File: config.mk
export PLATFORM = sky130hd
export DESIGN_NAME = fft_out_serializer
export DESIGN_NICKNAME = d
export VERILOG_FILES = /design/src/rtl/fft_out_serializer.sv
export SDC_FILE = /design/constraint.sdc
export NUM_CORES = 1
export LEC_CHECK = 0
export ABC_AREA = 1
export CAP_MARGIN = 20
export CORE_AREA = 5 5 224 226
export CTS_CLUSTER_SIZE = 28
export DETAILED_ROUTE_END_ITERATION = 6
export DIE_AREA = 0 0 229 231
export PLACE_DENSITY = 0.9
export SLEW_MARGIN = 20
export SYNTH_ARGS = -nofsm -noshare
export SYNTH_HDL_FRONTEND = slang
export SYNTH_SLANG_ARGS = --single-unit
File: constraint.sdc
create_clock -name clk -period 4.4 [get_ports clk]
set_input_delay 0.88 -clock clk [delete_from_list [all_inputs] [get_ports clk]]
set_output_delay 0.88 -clock clk [all_outputs]
set_load 0.02 [all_outputs]
File: src/rtl/fft_out_serializer.sv
// Serializes one parallel FFT result frame into a ready/valid word stream.
// Define FFT_OUT_BITREV_EN to emit words in bit-reversed index order.
module fft_out_serializer #(
  parameter int N   = 32,
  parameter int MSB = 16
) (
  input  logic                 clk,
  input  logic                 rst_n,
  input  logic                 data_valid,
  input  logic [N*MSB-1:0]     fft_data_in,
  input  logic                 out_ready,
  output logic [MSB-1:0]       out_data,
  output logic                 out_valid,
  output logic [$clog2(N)-1:0] out_index,
  output logic                 out_last,
  output logic                 busy,
  output logic                 overrun
);
  localparam int LW = $clog2(N);

  typedef enum logic {IDLE, STREAM} state_t;

  state_t           state_q;
  logic [LW-1:0]    cnt_q;
  logic [N*MSB-1:0] shadow_q;
  logic             overrun_q;

  logic xfer;
  logic last;

  function automatic logic [LW-1:0] bitrev(input logic [LW-1:0] v);
    logic [LW-1:0] r;
    r = '0;
    for (int b = 0; b < LW; b++) r[b] = v[LW-1-b];
    return r;
  endfunction

  assign out_valid = (state_q == STREAM);
  assign busy      = (state_q == STREAM);
  assign overrun   = overrun_q;
  assign last      = (cnt_q == LW'(N-1));
  assign xfer      = out_valid && out_ready;
  assign out_last  = out_valid && last;

`ifdef FFT_OUT_BITREV_EN
  assign out_index = bitrev(cnt_q);
`else
  assign out_index = cnt_q;
`endif

  // Shadow and counter are both zero in reset, so out_data reads zero too.
  assign out_data = shadow_q[out_index*MSB +: MSB];

  always_ff @(posedge clk or negedge rst_n) begin
    if (!rst_n) begin
      state_q   <= IDLE;
      cnt_q     <= '0;
      shadow_q  <= '0;
      overrun_q <= 1'b0;
    end else begin
      case (state_q)
        IDLE: begin
          if (data_valid) begin
            shadow_q <= fft_data_in;
            cnt_q    <= '0;
            state_q  <= STREAM;
          end
        end
        STREAM: begin
          if (xfer && last) begin
            // A new frame landing on the final transfer chains without a bubble.
            cnt_q <= '0;
            if (data_valid) shadow_q <= fft_data_in;
            else            state_q  <= IDLE;
          end else begin
            if (xfer)       cnt_q     <= cnt_q + 1'b1;
            if (data_valid) overrun_q <= 1'b1;
          end
        end
        default: state_q <= IDLE;
      endcase
    end
  end
endmodule

==> reports/qor.csv <==
stage,metric,value,unit
die,Die Height,231,microns
synth,number of synthesized flops with an enable pin,0,
cells_and_area,"Cell Count, Final, Fillers Out",4112,
cells_and_area,nets@finish,3948,
routing,vias per std cell,5.61,
placed_design,dpl cell area,0.0316,sq mm
die,die footprint,0.0529,sq mm
clock_network,setup repair bufs after CTS,0,
pwr,Power Total,22300,uW
die,Initial Util,0.538,
run,max cap viols,0,
clock_network,post-cts hold buffer count,0,
timing,unrepaired setup endpoints after global routing,false,
synth,Synth warnings,0,
synth,syn avg cell area,8.71,sq um
clock_network,CTS tree,built,
worst_hold_path,Worst Hold Class,primary input to async pin,
die,Die W,229,microns
grt,GRT overflow,0,
clock_network,H-tree depth,2,
pwr,LEAKAGE,0.0168,uW
routing,DRT Pass-1 Iters,6,
synth,async set-reset flop share out of synthesis,1.00,
timing,Tmin final,4.18,ns
routing,via count,23072,
die,core area,0.0481,sq mm
cells_and_area,Final Instance Area,0.0334,sq mm
setup_path,Setup crit start kind,flop,
timing,"Hold Violations, Final",0,
cells_and_area,layout cells sized above 1,0.104,
die,# IOs,541,
clock_network,clock slew at reported path FFs,0.06,ns
synth,Yosys top cell by area,dfrtp_1,
synth,"Top FF cell, synth",dfrtp_1,
timing,clk_skew,0.0130,ns
clock_network,total clock sinks,519,
setup_path,r2r worst-path depth,11,
pwr,VDD IR max,0.522,mV
setup_path,maximum fanout along the worst path,46,
synth,synthesized instance count,2975,
synth,"flops & latches, synth",519,
timing,Slew HR,0.329,
grt,aggregate global-route resource usage,0.328,
placed_design,DP Cell Count,3996,
pwr,PwrDens,667,mW/mm^2
synth,Mapped Area,0.0259,sq mm
routing,post-route ant nets,0,
synth,Synth area leaders,"dfrtp_1, mux2_4, nand2_1, nor2_1, a21oi_1",
timing,Final period util,0.950,
clock_network,Post-CTS Resized,0,
status,run status,completed,
placed_design,gpl congestion,0.933,
cells_and_area,area grow syn2layout,28.9,%
setup_path,CP required,3.52,ns
synth,post-synth cell types,21,
cells_and_area,fillers,3330,
placed_design,Post-DP HPWL,63.1,mm
placed_design,# port buffers,540,
grt,vias in the first global route,23276,
clock_network,Worst-Skew Late Latency,0.60,ns
clock_network,CTS max path bufs,3,
synth,top cell type's share of synthesized area,0.501,
cells_and_area,multi-input logic area,0.0105,sq mm
die,# rows,81,
clock_network,CTS buffer count,54,
clock_network,Root Driver,clkbuf_16,
grt,initial antenna violation count,17,
grt,global-route wire length before repair,135,mm
synth,sequential fraction of the synthesis area,0.501,
routing,Iteration-0 DRC Markers,2842,
synth,most frequent cell after synthesis,nand2_1,
setup_path,element type at the critical path end,primary output,
timing,pins over their slew limit,0,
synth,most frequent cells after synthesis,"nand2_1, dfrtp_1, nor2_1, a21oi_1, inv_1",
setup_path,"Arr. time, crit path",3.30,ns
synth,net count after synthesis,3493,
routing,total wire length,89.5,mm
timing,worst slew pin tran,1.01,ns
cells_and_area,sequential cell area,0.0130,sq mm
routing,wire length per cell,21.8,microns
grt,largest net degree at the start of global routing,135,
timing,Final setup violation count,0,
routing,DR DRC count,0,
timing,Total Neg Setup Slack,0,ns
timing,fmax,239,MHz
setup_path,crit path kind,flop to primary output,
cells_and_area,utilization after layout,0.694,
-- cell type report --
cell class              count  area share
well taps                 622      0.0233
clock inverters            25     0.00798
inverters                 330      0.0373
flip-flops and latches    519       0.389
repair buffers            594       0.182
clock buffers              76      0.0463
diodes                     15     0.00112
multi-input cells        1931       0.314
-- cell families after synthesis --
family,Yosys count,share of synthesized area
buf+inv,525,0.0953
fa+ha+maj,2,0.000965
mux,208,0.119
flops,519,0.501
compound gates,361,0.0713
simple gates,1360,0.212
-- path summary, 6_finish.rpt --
| path | slack (ns) | from | endpoint |
|---|---|---|---|
| setup / recovery | 0.22 | out_index[0]$_DFFE_PN0P_ | out_data[14] |
| hold / removal | 0.39 | rst_n | shadow_q[216]$_DFFE_PN0P_ |
| setup reg to reg | 1.03 | out_index[1]$_DFFE_PN0P_ | shadow_q[21]$_DFFE_PN0P_ |
| hold reg to reg | 0.51 | shadow_q[497]$_DFFE_PN0P_ | shadow_q[497]$_DFFE_PN0P_ |
| max in group asynchronous | 2.90 | rst_n | shadow_q[34]$_DFFE_PN0P_ |
| min in group clk | 0.51 | shadow_q[497]$_DFFE_PN0P_ | shadow_q[497]$_DFFE_PN0P_ |
-- critical path, cell delays in order (launching register included) --
cell and delay, ns:
dfrtp_4 0.55, inv_6 0.38, buf_12 0.30, buf_4 0.19, nand2_1 0.06, nand3_1 0.08
nand3_1 0.13, nand2_1 0.10, nor2_1 0.04, nand2_1 0.06, nand2_1 0.07, inv_1 0.10
clkdlybuf4s50_1 0.61
-- per-layer routing --
| metal | GRT usage | wire (microns) |
|---|---|---|
| met1 | 0.422 | 34000 |
| met2 | 0.525 | 41900 |
| met3 | 0.0646 | 7990 |
| met4 | 0.181 | 5530 |
| met5 | 0 | 7 |
-- power by group --
group | internal (uW) | leakage, uW | total [uW] | switching [uW]
Clock | 2750 | 0.000900 | 4740 | 2000
Combinational | 3930 | 0.0100 | 9510 | 5580
Sequential | 6970 | 0.00585 | 8050 | 1080
Total | 13600 | 0.0168 | 22300 | 8650
-- state kept, by name, summed over array words and instances (netlist names) --
name and flops:
overrun 1, busy 1, out_index 5, shadow_q 512
-- metrics by stage --
stage	hold WS, ns	worst slack [ns]
floorplan	0.480	2.04
global placement	0.488	0.883
detailed placement	0.492	0.855
CTS	0.420	0.200
global route	0.462	0.0599
finish	0.388	0.218
-- placed cells by master, fill, tap and decap left out, types with 2 or more instances in the layout --
master / Yosys / layout
o211ai_1: 16 / 16
inv_6: 0 / 4
nor2_1: 466 / 466
clkbuf_1: 10 / 12
buf_12: 0 / 20
dfrtp_4: 0 / 2
clkbuf_8: 0 / 9
ha_1: 2 / 2
mux2_2: 8 / 8
diode_2: 0 / 15
buf_4: 23 / 35
clkbuf_16: 0 / 55
bufinv_16: 0 / 5
nand3_1: 305 / 305
o21ai_0: 6 / 6
a21oi_1: 338 / 338
clkinvlp_4: 0 / 2
clkinv_1: 2 / 2
inv_1: 325 / 325
nand2_1: 586 / 586
dfrtp_1: 519 / 517
clkinv_2: 0 / 15
clkdlybuf4s50_1: 0 / 537
mux2_4: 200 / 200
No activity file was read; power rests on OpenSTA's default activity.
